===== src/rtl/sorted_ram_loader_pkg.sv =====
// Shared definitions for the sorted-array RAM loader and the board display mux.
// The state encoding is kept here so the LED mapping and the loader agree.
package loader_pkg;

  typedef enum logic [2:0] {
    IDLE,
    LOAD,
    PAD,
    DONE,
    ERR
  } loader_state_t;

  // Wide enough for any practical DATA_W; users slice the low bits.
  localparam logic [63:0] PAD_VALUE = '1;

  // One-hot LED pattern for the board display, one LED per state.
  function automatic logic [4:0] state_leds(input loader_state_t s);
    logic [4:0] leds;
    leds = '0;
    case (s)
      IDLE:    leds = 5'b00001;
      LOAD:    leds = 5'b00010;
      PAD:     leds = 5'b00100;
      DONE:    leds = 5'b01000;
      ERR:     leds = 5'b10000;
      default: leds = '0;
    endcase
    return leds;
  endfunction

endpackage


===== src/rtl/sorted_ram_loader_if.sv =====
// Control, RAM write port and status signals between the loader and its user.
// The loader takes the slave view; the pulse source / RAM side takes the master view.
interface sorted_ram_loader_if #(
  parameter int ADDR_W = 5,
  parameter int DATA_W = 8
);

  logic              start;
  logic              data_valid;
  logic [DATA_W-1:0] data_in;
  logic              finish;
  logic              wr_en;
  logic [ADDR_W-1:0] wr_addr;
  logic [DATA_W-1:0] wr_data;
  logic [ADDR_W:0]   count;
  logic              busy;
  logic              mem_ready;
  logic              sort_err;

  modport master (
    output start, data_valid, data_in, finish,
    input  wr_en, wr_addr, wr_data, count, busy, mem_ready, sort_err
  );

  modport slave (
    input  start, data_valid, data_in, finish,
    output wr_en, wr_addr, wr_data, count, busy, mem_ready, sort_err
  );

endinterface


===== src/rtl/sorted_ram_loader.sv =====
// Writer side of the sorted-array RAM: accepts non-decreasing entries, writes them
// to consecutive addresses, pads the tail with all-ones and flags mem_ready.
module sorted_ram_loader
  import loader_pkg::*;
#(
  parameter int ADDR_W = 5,
  parameter int DATA_W = 8
) (
  input  logic           clk,
  input  logic           reset_n,
  sorted_ram_loader_if.slave bus
);

  localparam int unsigned DEPTH = 2 ** ADDR_W;
  localparam int          CNT_W = ADDR_W + 1;
  localparam logic [CNT_W-1:0]  FULL     = CNT_W'(DEPTH);
  localparam logic [DATA_W-1:0] PAD_WORD = PAD_VALUE[DATA_W-1:0];

  loader_state_t     state, state_n;
  logic [CNT_W-1:0]  count, count_n, count_inc;
  logic [DATA_W-1:0] last, last_n;
  logic              wr_en_q, wr_en_n;
  logic [ADDR_W-1:0] wr_addr_q, wr_addr_n;
  logic [DATA_W-1:0] wr_data_q, wr_data_n;
  logic              accept;

  assign count_inc = count + 1'b1;
  // The first entry has no predecessor, so it is always in order.
  assign accept    = (count == '0) || (bus.data_in >= last);

  always_ff @(posedge clk or negedge reset_n) begin
    if (!reset_n) begin
      state     <= IDLE;
      count     <= '0;
      last      <= '0;
      wr_en_q   <= 1'b0;
      wr_addr_q <= '0;
      wr_data_q <= '0;
    end else begin
      state     <= state_n;
      count     <= count_n;
      last      <= last_n;
      wr_en_q   <= wr_en_n;
      wr_addr_q <= wr_addr_n;
      wr_data_q <= wr_data_n;
    end
  end

  always_comb begin
    state_n   = state;
    count_n   = count;
    last_n    = last;
    wr_en_n   = 1'b0;
    wr_addr_n = wr_addr_q;
    wr_data_n = wr_data_q;

    if (bus.start) begin
      // start overrides everything else in the same cycle, from any state
      state_n = LOAD;
      count_n = '0;
      last_n  = '0;
    end else begin
      case (state)
        LOAD: begin
          if (bus.data_valid) begin
            if (!accept) begin
              state_n = ERR;
            end else begin
              wr_en_n   = 1'b1;
              wr_addr_n = count[ADDR_W-1:0];
              wr_data_n = bus.data_in;
              last_n    = bus.data_in;
              count_n   = count_inc;
              if (count_inc == FULL)
                state_n = DONE;
              else if (bus.finish)
                state_n = PAD;
            end
          end else if (bus.finish) begin
            state_n = PAD;
          end
        end
        PAD: begin
          wr_en_n   = 1'b1;
          wr_addr_n = count[ADDR_W-1:0];
          wr_data_n = PAD_WORD;
          count_n   = count_inc;
          if (count_inc == FULL)
            state_n = DONE;
        end
        default: ;
      endcase
    end
  end

  assign bus.wr_en     = wr_en_q;
  assign bus.wr_addr   = wr_addr_q;
  assign bus.wr_data   = wr_data_q;
  assign bus.count     = count;
  assign bus.busy      = (state == LOAD) || (state == PAD);
  assign bus.mem_ready = (state == DONE);
  assign bus.sort_err  = (state == ERR);

endmodule


===== src/flat_wrapper.sv =====
// flat-port wrapper written by rule: the top's interface ports become plain ports
module sorted_ram_loader_flat import loader_pkg::*;
#(
  parameter int ADDR_W = 5,
  parameter int DATA_W = 8
)
  (clk, reset_n, bus_start, bus_data_valid, bus_data_in, bus_finish, bus_wr_en, bus_wr_addr, bus_wr_data, bus_count, bus_busy, bus_mem_ready, bus_sort_err);
  sorted_ram_loader_if #(.ADDR_W(ADDR_W), .DATA_W(DATA_W)) bus_i ();
  input  logic clk;
  input  logic reset_n;
  input wire logic [$bits(bus_i.start)-1:0] bus_start;
  input wire logic [$bits(bus_i.data_valid)-1:0] bus_data_valid;
  input wire logic [$bits(bus_i.data_in)-1:0] bus_data_in;
  input wire logic [$bits(bus_i.finish)-1:0] bus_finish;
  output wire logic [$bits(bus_i.wr_en)-1:0] bus_wr_en;
  output wire logic [$bits(bus_i.wr_addr)-1:0] bus_wr_addr;
  output wire logic [$bits(bus_i.wr_data)-1:0] bus_wr_data;
  output wire logic [$bits(bus_i.count)-1:0] bus_count;
  output wire logic [$bits(bus_i.busy)-1:0] bus_busy;
  output wire logic [$bits(bus_i.mem_ready)-1:0] bus_mem_ready;
  output wire logic [$bits(bus_i.sort_err)-1:0] bus_sort_err;
  assign bus_i.start = bus_start;
  assign bus_i.data_valid = bus_data_valid;
  assign bus_i.data_in = bus_data_in;
  assign bus_i.finish = bus_finish;
  assign bus_wr_en = bus_i.wr_en;
  assign bus_wr_addr = bus_i.wr_addr;
  assign bus_wr_data = bus_i.wr_data;
  assign bus_count = bus_i.count;
  assign bus_busy = bus_i.busy;
  assign bus_mem_ready = bus_i.mem_ready;
  assign bus_sort_err = bus_i.sort_err;
  sorted_ram_loader #(.ADDR_W(ADDR_W), .DATA_W(DATA_W)) u_core (.clk(clk), .reset_n(reset_n), .bus(bus_i));
endmodule

===== config.mk =====
export PLATFORM = sky130hd
export DESIGN_NAME = sorted_ram_loader_flat
export DESIGN_NICKNAME = d
export VERILOG_FILES = /design/src/rtl/sorted_ram_loader_pkg.sv /design/src/rtl/sorted_ram_loader_if.sv /design/src/rtl/sorted_ram_loader.sv /design/src/flat_wrapper.sv
export SDC_FILE = /design/constraint.sdc
export NUM_CORES = 1
export LEC_CHECK = 0
export BUFFER_PORTS_ARGS = -buffer_cell sky130_fd_sc_hd__buf_4
export CORE_MARGIN = 1
export CORE_UTILIZATION = 40
export CTS_CLUSTER_SIZE = 8
export DETAILED_ROUTE_END_ITERATION = 8
export PLACE_DENSITY = 0.64
export SETUP_SLACK_MARGIN = 0.15
export SLEW_MARGIN = 20
export SYNTH_ARGS = -nofsm -noshare
export SYNTH_HDL_FRONTEND = slang
export SYNTH_SLANG_ARGS = --single-unit

===== constraint.sdc =====
create_clock -name clk -period 3.2 [get_ports clk]
set_input_delay 0.48 -clock clk [delete_from_list [all_inputs] [get_ports clk]]
set_output_delay 0.48 -clock clk [all_outputs]
set_load 0.005 [all_outputs]

**Word level (Yosys, flattened, before mapping)**

Cells that the tools add are included.

- Add/subtract/negate cells: 1
- $lt $le $gt $ge: 1
- Equal/unequal tests: 10
- Mux-type cells: 23
- Bitwise operators: 1
- Reduce and logical (&&, ||, !) cells: 12

Operator list:

| kind | number |
|---|---|
| 8-bit two-way mux | 4 |
| 3-bit two-way mux | 6 |
| 6-bit two-way mux | 3 |
| 8-bit one-hot mux with 2 select lines | 1 |
| 6-bit one-hot mux with 2 select lines | 1 |
| 5-bit two-way mux | 2 |
| 5-bit one-hot mux with 2 select lines | 1 |
| 8-bit >= comparator | 1 |
| 2-bit nonzero test | 4 |
| 6-bit by 1-bit adder with 6-bit output (second input constant) | 1 |
| 3-bit by 2-bit equality test with 1-bit output (second input constant) | 2 |
| 6-bit equality test (second input constant) | 1 |
| 6-bit logical NOT | 1 |
| 3-bit by 2-bit != test with 1-bit output (second input constant) | 2 |
| 3-bit one-hot mux with 2 select lines | 1 |
| 3-bit AND reduction | 2 |
| 4-bit AND reduction | 1 |
| 3-bit by 1-bit equality test with 1-bit output (second input constant) | 1 |
| 3-bit equality test (second input constant) | 1 |
| 1-bit two-way mux | 3 |
| 3-bit != test (second input constant) | 1 |
| 3-bit nonzero test | 1 |
| 1-bit logical OR | 2 |
| 2-bit by 1-bit != test with 1-bit output (second input constant) | 1 |
| other kinds (4) | 4 |

- Bits in registers: 31
- Input bits: 13
- Output and inout port bits: 23
- Logic and storage cells: 54

**Logic depth before layout (Yosys ltp)**

- Depth in word-level cells: 7
- Gate-level depth with buffers: 9
- Gate-level depth less buffers: 8

**Worst setup path before layout**

Ideal clock, no wire load.

- Kind: input to register
- Start: in bus_data_in[0]
- End: reg u_core.wr_addr_q[3], in the netlist u_core.bus.wr_addr[3]
- Library setup time: 0.128 ns
- Arrival time: 2.267 ns
- Required time: 3.072 ns
- Setup slack: 0.805 ns
- Stages: 9
- Path buffers: 1
- Cells stage by stage: inv_1 > ha_1 > nand2b_1 > a2111oi_2 > nor3_2 > a211oi_2 > nor2_2 > buf_2 > mux2_1

- Longest elaborated chain between the ends: 4

RTL lines:

| what | RTL line | text |
|---|---|---|
| from (decl) | flat_wrapper.sv:13 | `input wire logic [$bits(bus_i.data_in)-1:0] bus_data_in;` |
| 8-bit >= comparator | sorted_ram_loader.sv:29 | `assign accept = (count == '0) \|\| (bus.data_in >= last);` |
| 1-bit logical OR | sorted_ram_loader.sv:29 |  |
| 2-bit by 1-bit != test with 1-bit output (no line) | n/a |  |
| 4-bit AND reduction (no line) | n/a |  |
| to (signal assigned) | sorted_ram_loader.sv:44 | `wr_addr_q <= wr_addr_n;` |
| to (decl) | sorted_ram_loader.sv:23 | `logic [ADDR_W-1:0] wr_addr_q, wr_addr_n;` |

No other way between the ends.
A chain may end at the register's enable or synchronous reset.

**Final worst setup path**

- Start: reg u_core.count[3], in the netlist u_core.bus.count[3]
- End: reg u_core.wr_addr_q[4], in the netlist u_core.bus.wr_addr[4]

- Longest elaborated chain between the ends: 4

RTL lines:

| what | RTL line | text |
|---|---|---|
| from (decl) | sorted_ram_loader.sv:20 | `logic [CNT_W-1:0] count, count_n, count_inc;` |
| from (signal assigned) | sorted_ram_loader.sv:41 | `count <= count_n;` |
| 6-bit logical NOT | sorted_ram_loader.sv:29 |  |
| 1-bit logical OR | sorted_ram_loader.sv:29 |  |
| 2-bit by 1-bit != test with 1-bit output (no line) | n/a |  |
| 4-bit AND reduction (no line) | n/a |  |

No other way between the ends.

==> reports/results.ini <==
[power]
internal_power_uw = 852
p_clk_frac = 0.282
p_comb_frac = 0.284
cellLeakagePower_uw = 0.000983
irDropWorstVdd_v = 0.000357
power.density_nw_per_um2 = 589
switchingPower_uw = 340
switching_share = 0.285
p_seq_frac = 0.435

[setup_path]
cp_cell_sequence = nor4_1 > a22oi_1 > a21oi_1 > a211oi_2 > nor2_2 > mux2_1
cp.buffers_inverters = 0
worstSetupPathType = reg2reg
cp.required_ps = 3360
crit_slowest_cell = nor2_2
r2r_start = u_core.bus.count[3]
regToRegSetupSlack_ps = 860
crit_family = simple AND/OR/NAND/NOR gates
critPathCaptureType = register
arrival_ps = 2500
worst-path-max-fanout = 14
critPathMaxStageDelay_ps = 530
start_kind = register
r2r_cells = 6
critical_path_depth = 6
r2r_end = u_core.bus.wr_addr[4]

[sta]
tightestPinTransition_ps = 696
hold_violations = 0
fin_tns_setup_ps = 0
final_max_slew_viol_count = 0
skew_ps = 9.88
relSlewSlack = 0.533
fmax_mhz = 427
rsz0062_at_grt = no
min_period_ps = 2340
setup_ws_ps = 860
period_share = 0.731
finalSetupViolations = 0

[detailed_routing]
drc_errors = 0
vias_per_cell = 5.34
antenna_left = 0
drt-wirelength-per-cell_um = 14.0
drt_wl_total_um = 3370
vias = 1287
first_pass_iters = 4
drtIter0Drc = 40

[cells_and_area]
drive_above_1_share = 0.254
final_nets = 216
fin_area_um2 = 2020
area_delta_synth_final_pct = 23.9
n_antenna_cell = 0
fill_cells = 364
layout_common_cells = buf_4 (36), dfrtp_1 (31), nor2_1 (17), inv_1 (14), ha_1 (11)
final_common_cell = buf_4

[die]
dieArea_um2 = 4340
die_w_um = 65.9
ios = 36
die_h_um = 65.9
core_area_um2 = 3800
num_rows = 22
start_util = 0.430

[hold_path]
min_path_type = in2async

[place]
dp_hpwl_um = 2440
dpl_worst_slack_ps = 625
port_buffers = 35
placed_area_um2 = 1920
gp_congestion = 0.756

[global_routing]
antenna_found_initial = 0
grt_first_pass_wirelength_um = 5630
grt_max_degree = 32
grt_overflow = 0
globalRoute.busiestLayer = met2
grt_pass1_vias = 1269
grtUsageMet3 = 0.0466
met2_usage = 0.307
track_usage = 0.174
use_met1 = 0.202

[yosys]
yosysSeqAreaShare = 0.475
synthCells = 155
synth_edf_count = 0
async_flop_share = 1.00
syn_nets = 179
ys_seq_elements = 31
syn-cell-area_um2 = 1630
syn_area_per_cell_um2 = 10.5
ys.flop_type = dfrtp_1
ys_types = 39
yosys_warnings = 0

[status]
outcome = finished, final reports clean

[clock_tree]
htree_num_levels = 2
cts_tree = done
cts.repair.resized = 0
cts_root_buffer = clkbuf_8
clk_latency_ps = 280
postCtsHoldBufs = 0
clk_pin_slew_ps = 70
post_cts_buffers = 0
cts.sinks = 31
cts_buffer_depth = 2
cts-buffers-inserted = 5

[job]
maxCapViolCount = 0

power by group through the flow:
stage          Clock [uW]  Combinational (uW)  Sequential, uW
2_1_floorplan           0                 185             521
3_3_place_gp            0                 337             521
3_5_place_dp            0                 343             525
4_1_cts               347                 345             519
5_1_grt               367                 374             526
6_report              336                 338             518
per-stage QoR:
step | utilization | hold slack, ps | power [uW] | instances
after floorplan | - | 184 | 706 | 155
after global placement | 0.507 | 435 | 859 | 233
after detailed placement | 0.507 | 436 | 868 | 233
after CTS | 0.533 | 129 | 1210 | 241
after global routing | 0.533 | 145 | 1270 | 241
final | 0.533 | 111 | 1190 | 241
registers in the layout, indices dropped and copies added (netlist names):
register	cells
u_core.bus.wr_en	1
u_core.last	8
u_core.bus.count	6
u_core.bus.wr_data	8
u_core.state	3
u_core.bus.wr_addr	5
synthesized netlist by cell type, drive strengths merged (3+ instances only):
cell	n	area share
dfrtp	31	0.47
a21oi	5	0.015
nor3	3	0.012
buf	4	0.020
o31ai	3	0.014
o21ai	6	0.021
xnor2	3	0.016
or3	3	0.011
nand4	3	0.011
nand2	5	0.011
inv	15	0.034
o22a	8	0.043
nand3	5	0.015
nor2	18	0.043
ha	11	0.084
mux2i	9	0.055
mux2	5	0.034
layer usage:
metal  routed length (um)  up-vias
met1                 1540      627
met2                 1640       33
li1                     -      622
met4                   30        0
met5                    0        -
met3                  163        5
cell type report:
cell class | instances | area (um2) | share of cell area
Clock buffer | 8 | 100 | 0.0494
Inverter | 15 | 56.3 | 0.0278
Multi-Input combinational cell | 103 | 762 | 0.376
Sequential cell | 31 | 776 | 0.383
Tap cell | 48 | 60.1 | 0.0297
Timing Repair Buffer | 36 | 270 | 0.133
worst max path at each step:
stage / slack, ps / endpoint / from
3_5_place_dp: 630 / u_core.bus.wr_addr[4] / bus_data_in[0]
3_3_place_gp: 700 / u_core.bus.wr_addr[0] / bus_data_in[3]
6_report: 860 / u_core.bus.wr_addr[4] / u_core.bus.count[3]
5_1_grt: 590 / u_core.bus.wr_addr[2] / u_core.bus.count[3]
2_1_floorplan: 810 / u_core.bus.wr_addr[3] / bus_data_in[0]
4_1_cts: 820 / u_core.bus.wr_addr[4] / u_core.bus.count[3]
cells by family after synthesis:
group | count (synthesis) | synth area share
and+or+nand+nor | 43 | 0.129
AOI/OAI and AO/OA | 31 | 0.142
DFF | 31 | 0.475
buffers and inverters | 21 | 0.0590
muxes | 14 | 0.0896
adders and majority gates | 11 | 0.0842
xor gates and xnor gates | 4 | 0.0214
(Power assumes the default switching activity.)
